--- src/rtl/gmii_tx_arb.sv ---
// Round-robin GMII transmit arbiter and framer: preamble/SFD insertion, inter-packet gap,
// and clean TX_ER aborts on link loss, source underrun or overlong frames.
//
// state    | meaning
// ---------+------------------------------------------------------------
// S_IDLE   | link free; grant chosen here when operate=1 and a source requests
// S_PRE    | 7 preamble bytes 0x55 being driven
// S_SFD    | start-of-frame delimiter 0xd5 being driven
// S_DATA   | payload bytes forwarded from the granted source
// S_GAP    | inter-packet gap; grant still held, TX_EN low
module gmii_tx_arb #(
  parameter int N       = 2,
  parameter int IPG     = 12,
  parameter int MAX_LEN = 1518
) (
  input  logic           clk,
  input  logic           rst_n,
  input  logic           operate,
  input  logic [N-1:0]   src_valid,
  input  logic [8*N-1:0] src_data,
  input  logic [N-1:0]   src_last,
  output logic [N-1:0]   src_ready,
  output logic [N-1:0]   grant,
  output logic [7:0]     TXD,
  output logic           TX_EN,
  output logic           TX_ER,
  output logic [15:0]    frame_cnt,
  output logic [15:0]    abort_cnt
);

  localparam int PW = (N > 1) ? $clog2(N) : 1;
  localparam int TW = $clog2(((IPG > 8) ? IPG : 8) + 1);
  // The IDLE cycle that follows GAP supplies the last idle byte, so GAP itself
  // runs IPG-1 cycles and back-to-back frames see exactly IPG idle cycles.
  localparam int GAP_LOAD = (IPG > 1) ? IPG - 2 : 0;

  typedef enum logic [2:0] {
    S_IDLE,
    S_PRE,
    S_SFD,
    S_DATA,
    S_GAP
  } state_t;

  state_t         state;
  logic [PW-1:0]  rr_ptr;
  logic [PW-1:0]  g_idx;
  logic [PW-1:0]  pick_idx;
  logic           pick_ok;
  logic [TW-1:0]  tmr;
  logic [10:0]    byte_cnt;
  int             cand;

  logic           cur_valid;
  logic           cur_last;
  logic [7:0]     cur_data;
  logic           overlong;
  logic           accept;
  logic           in_frame;
  logic           abort_now;
  logic           done_now;

  function automatic logic [PW-1:0] next_ptr(input logic [PW-1:0] v);
    if (int'(v) >= N - 1) return '0;
    return v + 1'b1;
  endfunction

  // Scan downwards so the lowest offset from rr_ptr is the last one written.
  always_comb begin
    pick_ok  = 1'b0;
    pick_idx = '0;
    cand     = 0;
    for (int i = N - 1; i >= 0; i--) begin
      cand = int'(rr_ptr) + i;
      if (cand >= N) cand = cand - N;
      if (src_valid[cand]) begin
        pick_ok  = 1'b1;
        pick_idx = PW'(cand);
      end
    end
  end

  always_comb begin
    cur_valid = src_valid[g_idx];
    cur_last  = src_last[g_idx];
    cur_data  = src_data[8*int'(g_idx) +: 8];
    overlong  = (byte_cnt == 11'(MAX_LEN));
    accept    = (state == S_DATA) && operate && !overlong && cur_valid;
    src_ready = accept ? (N'(1) << g_idx) : '0;
    in_frame  = (state == S_PRE) || (state == S_SFD) || (state == S_DATA);
    abort_now = in_frame && (!operate || ((state == S_DATA) && !accept));
    done_now  = accept && cur_last;
  end

  always_ff @(posedge clk or negedge rst_n) begin
    if (!rst_n) begin
      state     <= S_IDLE;
      rr_ptr    <= '0;
      g_idx     <= '0;
      grant     <= '0;
      tmr       <= '0;
      byte_cnt  <= '0;
      TXD       <= 8'h00;
      TX_EN     <= 1'b0;
      TX_ER     <= 1'b0;
      frame_cnt <= '0;
      abort_cnt <= '0;
    end else begin
      TXD   <= 8'h00;
      TX_EN <= 1'b0;
      TX_ER <= 1'b0;
      case (state)
        S_IDLE: begin
          if (operate && pick_ok) begin
            grant <= N'(1) << pick_idx;
            g_idx <= pick_idx;
            tmr   <= TW'(6);
            state <= S_PRE;
          end
        end
        S_PRE: begin
          TXD   <= 8'h55;
          TX_EN <= 1'b1;
          if (tmr == '0) state <= S_SFD;
          else tmr <= tmr - 1'b1;
        end
        S_SFD: begin
          TXD      <= 8'hd5;
          TX_EN    <= 1'b1;
          byte_cnt <= '0;
          state    <= S_DATA;
        end
        S_DATA: begin
          if (accept) begin
            TXD      <= cur_data;
            TX_EN    <= 1'b1;
            byte_cnt <= byte_cnt + 11'd1;
          end
        end
        S_GAP: begin
          if (tmr == '0) begin
            state <= S_IDLE;
            grant <= '0;
          end else begin
            tmr <= tmr - 1'b1;
          end
        end
        default: state <= S_IDLE;
      endcase

      // Link loss, underrun and overlong all collapse into one TX_ER cycle.
      if (abort_now) begin
        TXD       <= 8'h00;
        TX_EN     <= 1'b1;
        TX_ER     <= 1'b1;
        abort_cnt <= abort_cnt + 16'd1;
      end
      if (done_now) frame_cnt <= frame_cnt + 16'd1;
      if (abort_now || done_now) begin
        rr_ptr <= next_ptr(g_idx);
        tmr    <= TW'(GAP_LOAD);
        if (IPG > 1) begin
          state <= S_GAP;
        end else begin
          state <= S_IDLE;
          grant <= '0;
        end
      end
    end
  end

endmodule
--- config.mk ---
export PLATFORM = sky130hd
export DESIGN_NAME = gmii_tx_arb
export DESIGN_NICKNAME = d
export VERILOG_FILES = /design/src/rtl/gmii_tx_arb.sv
export SDC_FILE = /design/constraint.sdc
export NUM_CORES = 1
export LEC_CHECK = 0
export BUFFER_PORTS_ARGS = -buffer_cell sky130_fd_sc_hd__buf_4
export CAP_MARGIN = 20
export CORE_MARGIN = 4
export CORE_UTILIZATION = 25
export DETAILED_ROUTE_END_ITERATION = 6
export GPL_TIMING_DRIVEN = 0
export PLACE_DENSITY = 0.43
export SLEW_MARGIN = 20
export SYNTH_ARGS = -nofsm -noshare
export SYNTH_HDL_FRONTEND = slang
export SYNTH_SLANG_ARGS = --single-unit
--- constraint.sdc ---
create_clock -name clk -period 2.45 [get_ports clk]
set_clock_uncertainty 0.2 [all_clocks]
set_input_delay 0.6125 -clock clk [delete_from_list [all_inputs] [get_ports clk]]
set_output_delay 0.6125 -clock clk [all_outputs]
set_load 0.01 [all_outputs]
After elaboration in Yosys (flattened, before gate mapping)
Index checks and enable logic that the tools add are counted.
{"block": "classes", "magnitude_cmp": 6, "reduce_logical": 26, "mux": 42, "eq_ne": 13, "n_addsub": 8, "shifts": 3}
{"cell": "32-bit by 3-bit less-than comparator with 1-bit output, second input constant", "n": 2}
{"cell": "32-bit two-way mux", "n": 2}
{"cell": "16-bit by 1-bit adder with 16-bit output, second input constant", "n": 2}
{"cell": "8-bit one-hot mux with 3 select lines", "n": 1}
{"cell": "11-bit one-hot mux with 2 select lines", "n": 1}
{"cell": "1-bit two-way mux", "n": 21}
{"cell": "8-bit two-way mux", "n": 2}
{"cell": "16-bit by 5-bit variable part select with 8-bit output", "n": 1}
{"cell": "3-bit one-hot mux with 5 select lines", "n": 1}
{"cell": "3-bit two-way mux", "n": 4}
{"cell": "4-bit two-way mux", "n": 3}
{"cell": "11-bit by 1-bit adder with 11-bit output, second input constant", "n": 1}
{"cell": "11-bit equality test, second input constant", "n": 1}
{"cell": "11-bit two-way mux", "n": 1}
{"cell": "4-bit one-hot mux with 2 select lines", "n": 1}
{"cell": "1-bit logical AND", "n": 7}
{"cell": "3-bit by 2-bit equality test with 1-bit output, second input constant", "n": 2}
{"cell": "2-bit two-way mux", "n": 3}
{"cell": "2-bit != test, second input constant", "n": 3}
{"cell": "3-bit != test, second input constant", "n": 2}
{"cell": "3-bit AND reduction", "n": 2}
{"cell": "4-bit zero test", "n": 1}
{"cell": "1-bit logical OR", "n": 4}
{"cell": "2-bit one-hot mux with 2 select lines", "n": 1}
{"cell": "other kinds (23)", "n": 29}
{"block": "totals", "out_inout_bits": 46, "elab_cells": 109, "ff_bits": 64}

Longest topological paths before layout
{"block": "depth", "depth_word": 12, "mapped_depth": 9}

Worst setup path after synthesis
OpenSTA, ideal clock, no wires.
{"block": "synth_path", "path_kind": "reg2out", "start": "register byte_cnt[0]", "end": "output port src_ready[0]", "path_stages_with_launch": 9, "arrival_time_ns": 1.623, "setup_slack_ns": 0.014, "cell_sequence": "dfrtp_1 > inv_1 > ha_1 > nand4bb_1 > or3_1 > nand3_1 > or2_2 > buf_2 > nor2_1"}
{"block": "synth_via", "elab_chain_cells": 5}
{"item": "start: declaration", "line": "51", "source": "logic [10:0] byte_cnt;"}
{"item": "start signal: assignment", "line": "137", "source": "byte_cnt <= byte_cnt + 11'd1;"}
{"item": "11-bit equality test", "line": "87", "source": "overlong = (byte_cnt == 11'(MAX_LEN));"}
{"item": "1-bit zero test", "line": "88", "source": "accept = (state == S_DATA) && operate && !overlong && cur_valid;"}
{"item": "1-bit logical AND (2 in series)", "line": "88"}
{"item": "2-bit two-way mux", "line": "89", "source": "src_ready = accept ? (N'(1) << g_idx) : '0;"}
{"item": "end: declaration", "line": "22", "source": "output logic [N-1:0] src_ready,"}
Every way passes these cells.

Final worst setup path
Same ends and word-level chain as after synthesis.

==> qor.txt <==
Status = finished with violations
Failing checks = setup timing
FFs w/ async S/R, synth = 1.00
DRC = 0
Clk slew on worst S/H paths = 60 ps
Worst-Skew Late Latency = 330 ps
Sequential share of the synthesized area = 0.495
Crit path launch type = flip-flop
Primary FF master, synth = dfrtp_1
Overall Global Routing Usage = 0.113
Starting Density = 0.255
Clock buffer depth = 2
Worst-path maximum fanout = 3
Fmax = 375 MHz
Endpoints failing setup = 25
Compound-Gate Fraction of Synth Area = 0.0684
XOR/XNOR Fraction of Synth Area = 0.0920
Clk pwr share = 0.385
Area growth syn-to-layout = 39.6%
Layout cells sized above 1 = 0.333
Htree depth = 3
Distinct cells, synth = 53
Largest family of logic cells by synthesized area = simple AND/OR/NAND/NOR gates
Die height = 122 microns
Cell Area, Synth = 0.00324 sq mm
Commonest cells in the netlist = 64 x dfrtp_1, 29 x nand2_1, 21 x xor2_1, 19 x nand3_1, 18 x nor2_1
Dominant cells by area after synthesis = dfrtp_1 49%, xor2_1 5.7%, xnor2_1 3.5%
Layout net count = 431
P_int = 2.57 mW
Top cell type by total area after synthesis = dfrtp_1
Initial antenna violation count = 0
Final setup margin = -219 ps
Delay-heaviest family, CP = simple AND/OR/NAND/NOR gates
HPWL Detailed = 5670 microns
Boundary Pins = 69
Count leader, synth = dfrtp_1
Vias in the first global route = 2564
Slew headroom = 0.449
Maximum VDD drop = 0.321 mV
Top cell type's share of synthesized area = 0.495
First-pass GRT wire length = 13200 microns
Crit path buf inv count = 2
Flops & latches, synth = 64
DRT Pass-1 Iters = 4
Clock sinks = 64
Largest net degree at the start of global routing = 65
CP max stage cell = dfrtp_1
Final Max Slew Viols = 0
Root buf cell = clkbuf_16
Final Cycle Share = 1.09
Pwr Density = 816 mW/mm^2
Post-synth EDFFs = 0
Critical Path, Cell by Cell = inv_1 -> ha_1 -> nand4bb_1 -> or3_4 -> nand3_2 -> or2_4 -> nor2_1 -> buf_4
Logic pwr share = 0.261
Die area = 0.0148 sq mm
CP endpoint kind = output pin
Aggregate global routing overflow = 0
Leak pwr = 2.23 nW
Adder-cell share of the synthesized area = 0.0193
Num CTS Buffers = 9
Final WL = 8130 microns
Antenna viol nets, final = 0
Sequential power share = 0.354
Antenna diode count = 0
Post-layout min period = 2670 ps
Drt wl/cell = 14.0 microns
CTS tree = done
Routed via count = 2558
RSZ-0062 raised after global routing = true
Worst hold slack = 174 ps
Routability congestion estimate = 0.709
Row count = 41
Hold Path Class = primary input to async pin
Crit path largest cell delay = 380 ps
Sw Share = 0.303
Port buffer count = 68
Crit path required time = 1640 ps
Core area = 0.0127 sq mm
Max_cap viols = 0
Crit Path Class = flip-flop to output pin
Post-Syn Instances = 306
Vias per inst = 4.41
Slew @ Worst Pin = 827 ps
Mapped Avg Cell Area = 10.6 sq um
Chip width = 122 microns
Arr. time, crit path = 1860 ps
Ys Warns = 0
Post-synthesis mux area share = 0.0491
Synthesized Nets = 334
Total power = 3.68 mW
Simple-Gate Fraction of Synth Area = 0.246
Switch Pwr = 1.12 mW
Initial DRC Count = 105
Final Hold Vio Count = 0
final cells by class:
type | count | area, sq um
well taps | 172 | 215
plain buffers | 9 | 61.3
clock inverters | 6 | 90.1
repair buffers | 87 | 664
inverters | 9 | 36.3
clock buffers | 10 | 239
flip-flops and latches | 64 | 1600
fillers | 1309 | 8160
multi-input cells | 223 | 1610
logic make-up after synthesis:
group | Yosys count
buffers and inverters | 19
flip-flops | 64
AND/OR/NAND/NOR | 132
XOR/XNOR | 34
AO/OA/AOI/OAI | 37
adder cells (fa/ha/maj) | 5
multiplexers | 15
cells in the final DEF, fill, tap and decap left out, drive strengths merged, types with 2 or more instances in the layout:
cell type and n:
buf 96, dfrtp 64, nand2 29, xor2 21, nand3 20, nor2 18, o21ai 16, xnor2 13
nand4 12, mux2i 11, inv 11, clkbuf 10, a21oi 9, nor3 9, and4 5, ha 5
and2 5, or4 5, nor4 5, and3 4, o211ai 4, mux2 4, nor2b 3, or2 3
or3 3, nor3b 2, o31ai 2, bufinv 2, nand3b 2, nor4b 2
registers in the layout, summed over array words and instances (netlist names):
name       cells
abort_cnt     16
grant          2
TXD            8
TX_ER          1
TX_EN          1
byte_cnt      11
rr_ptr         1
tmr            4
g_idx          1
frame_cnt     16
state          3
power by group through the flow:
stage	clock network [mW]	registers, mW	logic [mW]
detailed placement	0	1.33	0.887
finish	1.42	1.30	0.962
CTS	1.45	1.31	0.909
global route	1.50	1.33	1.08
floorplan	0	1.34	0.542
global placement	0	1.33	0.877
per-layer routing:
metal | routed length (microns) | track usage | vias to the layer above
met4 | 121 | 0.0399 | 0
met2 | 4010 | 0.179 | 35
met5 | 0 | 0 | -
met3 | 220 | 0.0241 | 10
met1 | 3780 | 0.152 | 1226
li1 | - | - | 1287
path summary, 6_finish.rpt:
check / from / to / depth (start not counted) / slack [ps]
worst min register to register: abort_cnt[15] / abort_cnt[15] / 1 / 270
worst max register to register: byte_cnt[1] / byte_cnt[10] / 12 / -170
max in group asynchronous: rst_n / TX_EN / 1 / 1320
worst min-delay path: rst_n / abort_cnt[15] / 1 / 170
worst max-delay path: byte_cnt[0] / src_ready[0] / 8 / -220
min in group clk: abort_cnt[15] / abort_cnt[15] / 1 / 270
repair_timing:
item | 4_1_cts | 5_1_grt
pin swaps | 9 | 7
gates cloned | 0 | 2
resized for setup | 7 | 14
endpoints found under the setup margin | 2 | 30
setup buffers | 8 | 9
hold buffers | 0 | 0
metrics by stage:
| stage | instance area, sq um | instances | setup WS, ps | util | TNS, ps |
|---|---|---|---|---|---|
| after floorplan | 3240 | 306 | 14.4 | - | 0 |
| after global placement | 3960 | 546 | -281 | 0.313 | -536 |
| after detailed placement | 3960 | 546 | -265 | 0.313 | -508 |
| after CTS | 4380 | 569 | -217 | 0.346 | -2320 |
| after global routing | 4520 | 580 | -313 | 0.356 | -5910 |
| final | 4520 | 580 | -219 | 0.356 | -2240 |
Note: power is estimated with default switching activity, not from simulation.
